`src/rtl/rf_wb_arbiter.sv`:
```
// Register-file writeback arbiter: merges single-cycle ALU results with a
// FIFO of long-unit results onto one write port and tracks pending
// long-unit destinations in a 32-entry busy scoreboard.
module rf_wb_arbiter #(
  parameter int unsigned DEPTH = 2
) (
  input  logic        clk,
  input  logic        rst,
  input  logic        alu_valid,
  input  logic [4:0]  alu_rd,
  input  logic [31:0] alu_data,
  output logic        alu_stall,
  input  logic        lu_valid,
  input  logic [4:0]  lu_rd,
  input  logic [31:0] lu_data,
  output logic        lu_ready,
  input  logic        issue_valid,
  input  logic [4:0]  issue_rd,
  input  logic [4:0]  q_rs1,
  input  logic [4:0]  q_rs2,
  output logic        q_busy1,
  output logic        q_busy2,
  output logic        rf_regwrite,
  output logic [4:0]  rf_writereg,
  output logic [31:0] rf_writedata
);

  localparam int unsigned RW = 5;
  localparam int unsigned DW = 32;
  localparam int unsigned PW = (DEPTH > 1) ? $clog2(DEPTH) : 1;
  localparam int unsigned CW = $clog2(DEPTH + 1);

  // FIFO storage and control
  logic [RW-1:0] r_fifo_rd   [DEPTH];
  logic [DW-1:0] r_fifo_data [DEPTH];
  logic [PW-1:0] r_wptr;
  logic [PW-1:0] r_rptr;
  logic [CW-1:0] r_count;

  // Write port and scoreboard state
  logic          r_regwrite;
  logic [RW-1:0] r_writereg;
  logic [DW-1:0] r_writedata;
  logic          r_from_fifo;
  logic [31:0]   r_busy;

  logic          w_full;
  logic          w_empty;
  logic          w_lu_ready;
  logic          w_push;
  logic          w_pop;
  logic          w_grant_alu;
  logic          w_alu_stall;
  logic          w_grant;
  logic [RW-1:0] w_wb_rd;
  logic [DW-1:0] w_wb_data;
  logic [31:0]   w_busy_nxt;

  // Pointer advance with wrap at DEPTH (DEPTH need not be a power of two)
  function automatic logic [PW-1:0] ptr_inc(input logic [PW-1:0] p);
    return (p == PW'(DEPTH - 1)) ? '0 : p + PW'(1);
  endfunction

  assign w_full     = (r_count == CW'(DEPTH));
  assign w_empty    = (r_count == '0);
  assign w_lu_ready = (r_count < CW'(DEPTH)) && rst;
  assign w_push     = lu_valid && w_lu_ready;

  // Fixed-priority grant: full FIFO drains first, then ALU, then FIFO
  always_comb begin
    w_pop       = 1'b0;
    w_grant_alu = 1'b0;
    w_alu_stall = 1'b0;
    if (rst) begin
      if (w_full) begin
        w_pop       = 1'b1;
        w_alu_stall = alu_valid;
      end else if (alu_valid) begin
        w_grant_alu = 1'b1;
      end else if (!w_empty) begin
        w_pop       = 1'b1;
      end
    end
  end

  assign w_grant   = w_grant_alu || w_pop;
  assign w_wb_rd   = w_grant_alu ? alu_rd   : r_fifo_rd[r_rptr];
  assign w_wb_data = w_grant_alu ? alu_data : r_fifo_data[r_rptr];

  // FIFO payload write; contents are don't-care until pushed
  always_ff @(posedge clk) begin
    if (w_push) begin
      r_fifo_rd[r_wptr]   <= lu_rd;
      r_fifo_data[r_wptr] <= lu_data;
    end
  end

  // FIFO pointers and occupancy
  always_ff @(posedge clk) begin
    if (!rst) begin
      r_wptr  <= '0;
      r_rptr  <= '0;
      r_count <= '0;
    end else begin
      if (w_push) r_wptr <= ptr_inc(r_wptr);
      if (w_pop)  r_rptr <= ptr_inc(r_rptr);
      case ({w_push, w_pop})
        2'b10:   r_count <= r_count + CW'(1);
        2'b01:   r_count <= r_count - CW'(1);
        default: r_count <= r_count;
      endcase
    end
  end

  // Write-port register; x0 grants complete but never assert the enable
  always_ff @(posedge clk) begin
    if (!rst) begin
      r_regwrite  <= 1'b0;
      r_writereg  <= '0;
      r_writedata <= '0;
      r_from_fifo <= 1'b0;
    end else begin
      r_regwrite  <= w_grant && (w_wb_rd != '0);
      r_from_fifo <= w_pop;
      if (w_grant) begin
        r_writereg  <= w_wb_rd;
        r_writedata <= w_wb_data;
      end
    end
  end

  // Scoreboard update: FIFO writeback clears, issue sets (set wins)
  always_comb begin
    w_busy_nxt = r_busy;
    if (r_regwrite && r_from_fifo) w_busy_nxt[r_writereg] = 1'b0;
    if (issue_valid && (issue_rd != '0)) w_busy_nxt[issue_rd] = 1'b1;
    w_busy_nxt[0] = 1'b0;
  end

  // Scoreboard register
  always_ff @(posedge clk) begin
    if (!rst) r_busy <= '0;
    else      r_busy <= w_busy_nxt;
  end

  assign alu_stall    = w_alu_stall;
  assign lu_ready     = w_lu_ready;
  assign q_busy1      = r_busy[q_rs1];
  assign q_busy2      = r_busy[q_rs2];
  assign rf_regwrite  = r_regwrite;
  assign rf_writereg  = r_writereg;
  assign rf_writedata = r_writedata;

endmodule

```
`config.mk`:
```
export PLATFORM = sky130hd
export DESIGN_NAME = rf_wb_arbiter
export DESIGN_NICKNAME = d
export VERILOG_FILES = /design/src/rtl/rf_wb_arbiter.sv
export SDC_FILE = /design/constraint.sdc
export NUM_CORES = 1
export LEC_CHECK = 0
export CAP_MARGIN = 20
export CELL_PAD_IN_SITES_DETAIL_PLACEMENT = 1
export CELL_PAD_IN_SITES_GLOBAL_PLACEMENT = 1
export CORE_MARGIN = 5
export CORE_UTILIZATION = 37
export DETAILED_ROUTE_END_ITERATION = 8
export PLACE_DENSITY_LB_ADDON = 0.1
export RECOVER_POWER = 25
export SETUP_SLACK_MARGIN = 0.3
export SYNTH_ARGS = -nofsm -noshare
export SYNTH_HDL_FRONTEND = slang
export SYNTH_SLANG_ARGS = --single-unit
```
`constraint.sdc`:
```
create_clock -name clk -period 3.27 [get_ports clk]
set_clock_uncertainty 0.15 [all_clocks]
set_input_delay 0.8175 -clock clk [delete_from_list [all_inputs] [get_ports clk]]
set_output_delay 0.8175 -clock clk [all_outputs]
set_load 0.005 [all_outputs]
```
======== Yosys cells after proc, flatten, opt, wreduce, memory -nomap -nowiden ========
Memory sizes are Yosys's and may differ from the RTL's. A register that Yosys moved wholly into a read port is not among the register bits.
Index checks and enable logic that the tools add are counted.
storage, ports and cells
  word-level logic and storage cells ...... 70
  RAM bits ................................ 74
  memories ................................ 2
  input bits .............................. 94
  output and inout bits ................... 42
  register bits ........................... 75
memories
  name         words  bits a word  read ports  clocked after memory_dff  write ports  line  RTL
  r_fifo_data  2      32           1           1                         1            35    logic [DW-1:0] r_fifo_data [DEPTH];
  r_fifo_rd    2      5            1           1                         1            34    logic [RW-1:0] r_fifo_rd [DEPTH];
cells by class
  add/sub/neg operators ................... 4
  bitwise logic cells ..................... 3
  mux-type cells .......................... 30
  eq/ne operators ......................... 3
  order comparisons ....................... 7
  reduce and logical (&&, ||, !) cells .... 12
operator list
  operator               number
  $mux W32               3
  $and A32 B32 Y32       1
  $not A32 Y32           1
  $or A32 B32 Y32        1
  $lt A5 B6 Y1 const B   4
  $mux W1                21
  $bmux W1 S5            2
  $demux W1 S5           2
  $ge A5 B1 Y1 const B   2
  $reduce_bool A5 Y1     2
  $logic_and A1 B1 Y1    7
  $mux W5                1
  $eq A2 B2 Y1 const B   2
  $pmux W2 S2            1
  $add A1 B1 Y1 const B  2
  $add A2 B1 Y2 const B  1
  $eq A2 B1 Y1 const B   1
  $logic_not A2 Y1       1
  $lt A2 B2 Y1 const B   1
  $reduce_bool A2 Y1     1
  $sub A2 B1 Y2 const B  1
  $logic_or A1 B1 Y1     1

======== Depth between registers and ports, before layout ========
  word-level depth ........................ 9
  gate-level depth with buffers ........... 10
  gate-level depth less buffers ........... 6

======== Least setup slack after synthesis ========
No wires, ideal clock.
  path kind ............................... input to register
  start ................................... in rst
  end ..................................... mem r_fifo_data[0][0], enable pin
  setup slack ............................. -0.312 ns
  path buffers ............................ 1
  library setup time ...................... 0.433 ns
  data required time ...................... 2.687 ns
  stages on the path ...................... 4
  data arrival time ....................... 3.000 ns
  cells stage by stage .................... clkbuf_1 nor2b_1 nand2_1 nor2_1
between the ends
  longest elaborated chain between the ends .. 4
ends and longest elaborated chain
  item                           line  RTL
  from (decl)                    8     input logic rst,
  $logic_and A1 B1 Y1            66    assign w_lu_ready = (r_count < CW'(DEPTH)) && rst;
  net lu_ready                   16    output logic lu_ready,
  $logic_and A1 B1 Y1            67    assign w_push = lu_valid && w_lu_ready;
  $mux W1                        92    if (w_push) begin
  $mux W1 (not written as such)  94    r_fifo_data[r_wptr] <= lu_data;
  to (decl)                      35
The timed path passes the listed nets, and every way through them passes these cells.

======== Worst setup path after layout ========
  start ................................... in q_rs1[0]
  end ..................................... out q_busy1
between the ends
  longest elaborated chain between the ends .. 2
ends and longest elaborated chain
  item                           line  RTL
  from (decl)                    19    input logic [4:0] q_rs1,
  $bmux W1 S5                    148   assign q_busy1 = r_busy[q_rs1];
  $mux W1 (not written as such)  148
  to (decl)                      21    output logic q_busy1,
Every way passes these cells. The select of a mux whose other input is x is not followed.

==> impl_metrics.tcl <==
set metrics [dict create \
    final_common_cell "clkdlybuf4s50_1" \
    route.detailed.drc 0 \
    seqPwrFrac 0.395 \
    synthArstFlopShare 0 \
    min_path_type "register to register" \
    ant_nets 0 \
    start_util 0.380 \
    ys_seq_area_frac 0.542 \
    cts_tree "yes" \
    gr-total-overflow 0 \
    crit_arrival_ns 1.94 \
    finalHoldWorstSlack_ns 0.346 \
    fillers 1874 \
    powerDensity_mw_per_mm2 634 \
    htree_levels 4 \
    areaGrowthSynthToFinish_pct 34.8 \
    peakVddDrop_mv 0.360 \
    antenna_cells 0 \
    status "completed" \
    end_kind "output port" \
    ff2ff_path_depth 4 \
    syn_nets 700 \
    vias 5356 \
    cts.sinks 149 \
    num_io_pins 136 \
    postRouteWirelength_um 20000 \
    cp_slowest_cell "mux4_2" \
    crit_buf_inv 2 \
    grt_use_met3 0.0545 \
    firstDrtPassIters 5 \
    grt_pass1_wl_um 32100 \
    grt_antenna_before_repair 3 \
    switching_share 0.302 \
    place_congestion 0.826 \
    wl_per_cell_um 20.3 \
    drt_iter0_drc 294 \
    io_buffers 135 \
    rsz0062_at_grt "yes" \
    synth_area_per_cell_sq_um 11.3 \
    grt_pass1_vias 5905 \
    placed_cells 948 \
    synth_edf_count 74 \
    max_stage_delay_ns 0.50 \
    p_leak_uw 0.00319 \
    postSynthCellCount 605 \
    yosys_warnings 0 \
    hold_viol_final 0 \
    track_usage 0.188 \
    placementRows 49 \
    grtUsageMet1 0.220 \
    fin_crit_ns 2.91 \
    viasPerCell 5.44 \
    setup_viol 0 \
    core_area_sq_mm 0.0181 \
    postCtsHoldBufs 0 \
    crit_family "multiplexers" \
    synth_area_sq_mm 0.00686 \
    crit_path_start_kind "input pin" \
    holdPathStages 2 \
    comb_power_share 0.262 \
    tightest_slew_ns 0.744 \
    die_height_um 146 \
    clkPwrFrac 0.342 \
    insertion_delay_ns 0.42 \
    stdcell_count 984 \
    synth_ff_type "dfxtp_1" \
    cts.clk_slew.worst_paths_ns 0.07 \
    path_cells "buf_4 > mux4_2 > nand2b_1 > o2111ai_2 > nand4_1 > buf_2" \
    drv_cap 0 \
    cp.depth 6 \
    grt_use_met2 0.340 \
    switching_power_uw 1770 \
    max_clock_freq_ghz 0.344 \
    die_area_sq_mm 0.0214 \
    crit_path_max_fanout 4 \
    yosysUniqueCellTypes 46 \
    cts_buffers 17 \
    place_hpwl_um 13700 \
    fp.dieW_um 146 \
    power.internal_uw 4100 \
    clockRootBuffer "clkbuf_16" \
    period_share 0.889 \
    synth_seq_cells 149 \
    grt_max_degree 81 \
    nets 837 \
    drive_above_1_share 0.158 \
    globalRoute.busiestLayer "met2" \
    relSlewSlack 0.504 \
    crit_type "input pin to output port" \
    clk_path_buf_depth 2 \
    slew_violations 0 \
    mostFrequentLayoutCells "clkdlybuf4s50_1 (90), nand2_1 (79), dfxtp_1 (74), edfxtp_1 (74), mux2i_1 (49)" \
    critPathRequiredTime_ns 2.30 \
]
## area by class of cell
| class | count | area, sq um | area share |
|---|---|---|---|
| clock inverters | 15 | 191 | 0.0207 |
| multi-input cells | 409 | 2980 | 0.322 |
| repair buffers | 163 | 1640 | 0.177 |
| flip-flops and latches | 149 | 3720 | 0.402 |
| inverters | 2 | 7.51 | 0.000811 |
| well taps | 229 | 287 | 0.0310 |
| clock buffers | 17 | 425 | 0.0460 |
## power by group through the flow
stage / registers [uW] / logic (uW) / clock network [uW]
final: 2320 / 1540 / 2010
after global routing: 2350 / 1680 / 2140
after CTS: 2320 / 1570 / 2050
after detailed placement: 2360 / 1550 / 0
after global placement: 2350 / 1500 / 0
after floorplan: 2290 / 1010 / 0
## cells by family after synthesis
logic type,Yosys count,synth area share
compound gates,192,0.213
flops,149,0.542
fa+ha+maj,1,0.00182
mux,58,0.0955
simple gates,155,0.110
buf+inv,47,0.0334
xor+xnor,3,0.00383
## layer usage
metal	wire length, um	up-vias
met5	28	-
met4	194	6
met3	861	16
met2	10600	113
met1	8260	2669
li1	-	2552
## worst register-to-register path: stages (launching register included)
cell	delay, ns
dfxtp_2	0.76
buf_4	0.47
mux2i_1	0.15
a211o_1	0.33
a21boi_2	0.14
## worst paths after layout
| path | startpoint | to | slack [ns] |
|---|---|---|---|
| setup / recovery | q_rs1[0] | q_busy1 | 0.36 |
| hold / removal | r_busy[18]$_SDFF_PN0_ | r_busy[18]$_SDFF_PN0_ | 0.35 |
| setup reg to reg | register | rf_writedata[5]$_SDFFE_PN0P_ | 1.20 |
| hold reg to reg | r_busy[18]$_SDFF_PN0_ | r_busy[18]$_SDFF_PN0_ | 0.35 |
## metrics by stage
stage | utilization | instance area [sq um] | setup WS, ns | setup TNS, ns | power [uW]
after global routing | 0.512 | 9260 | 0.297 | 0 | 6170
after floorplan | - | 6870 | 0.308 | 0 | 3290
after detailed placement | 0.472 | 8530 | -0.544 | -1.05 | 3920
final | 0.512 | 9260 | 0.363 | 0 | 5870
after global placement | 0.472 | 8530 | -0.491 | -0.974 | 3850
after CTS | 0.510 | 9220 | 0.305 | 0 | 5950
## state kept, by name, indices dropped and copies added, names as in the netlist, 2 cells and up, named ones only
register      cells
rf_writedata     32
r_fifo_data      64
r_count           2
rf_writereg       5
r_busy           31
r_fifo_rd        10
## Yosys cell counts (all sizes together) (6+ instances only)
cell type / n / area [sq um]
nand2: 79 / 297
dfxtp: 75 / 1500
edfxtp: 74 / 2220
a21boi: 64 / 589
mux2i: 52 / 521
clkbuf: 33 / 124
a211o: 32 / 280
a31oi: 32 / 200
o21ai: 32 / 160
buf: 12 / 97.6
nor2: 12 / 47.6
and2: 10 / 62.6
nand3: 9 / 45.0
nor2b: 8 / 50.1
a21oi: 6 / 30.0
mux4: 6 / 135
nor3: 6 / 30.0
## repair_timing
item,in CTS,in global routing
resized for setup,33,12
pin swaps,6,6
hold endpoints to repair,0,0
cloned,2,0
endpoints found under the setup margin,3,2
buffers inserted,2,0
No activity file was read; power rests on OpenSTA's default activity.
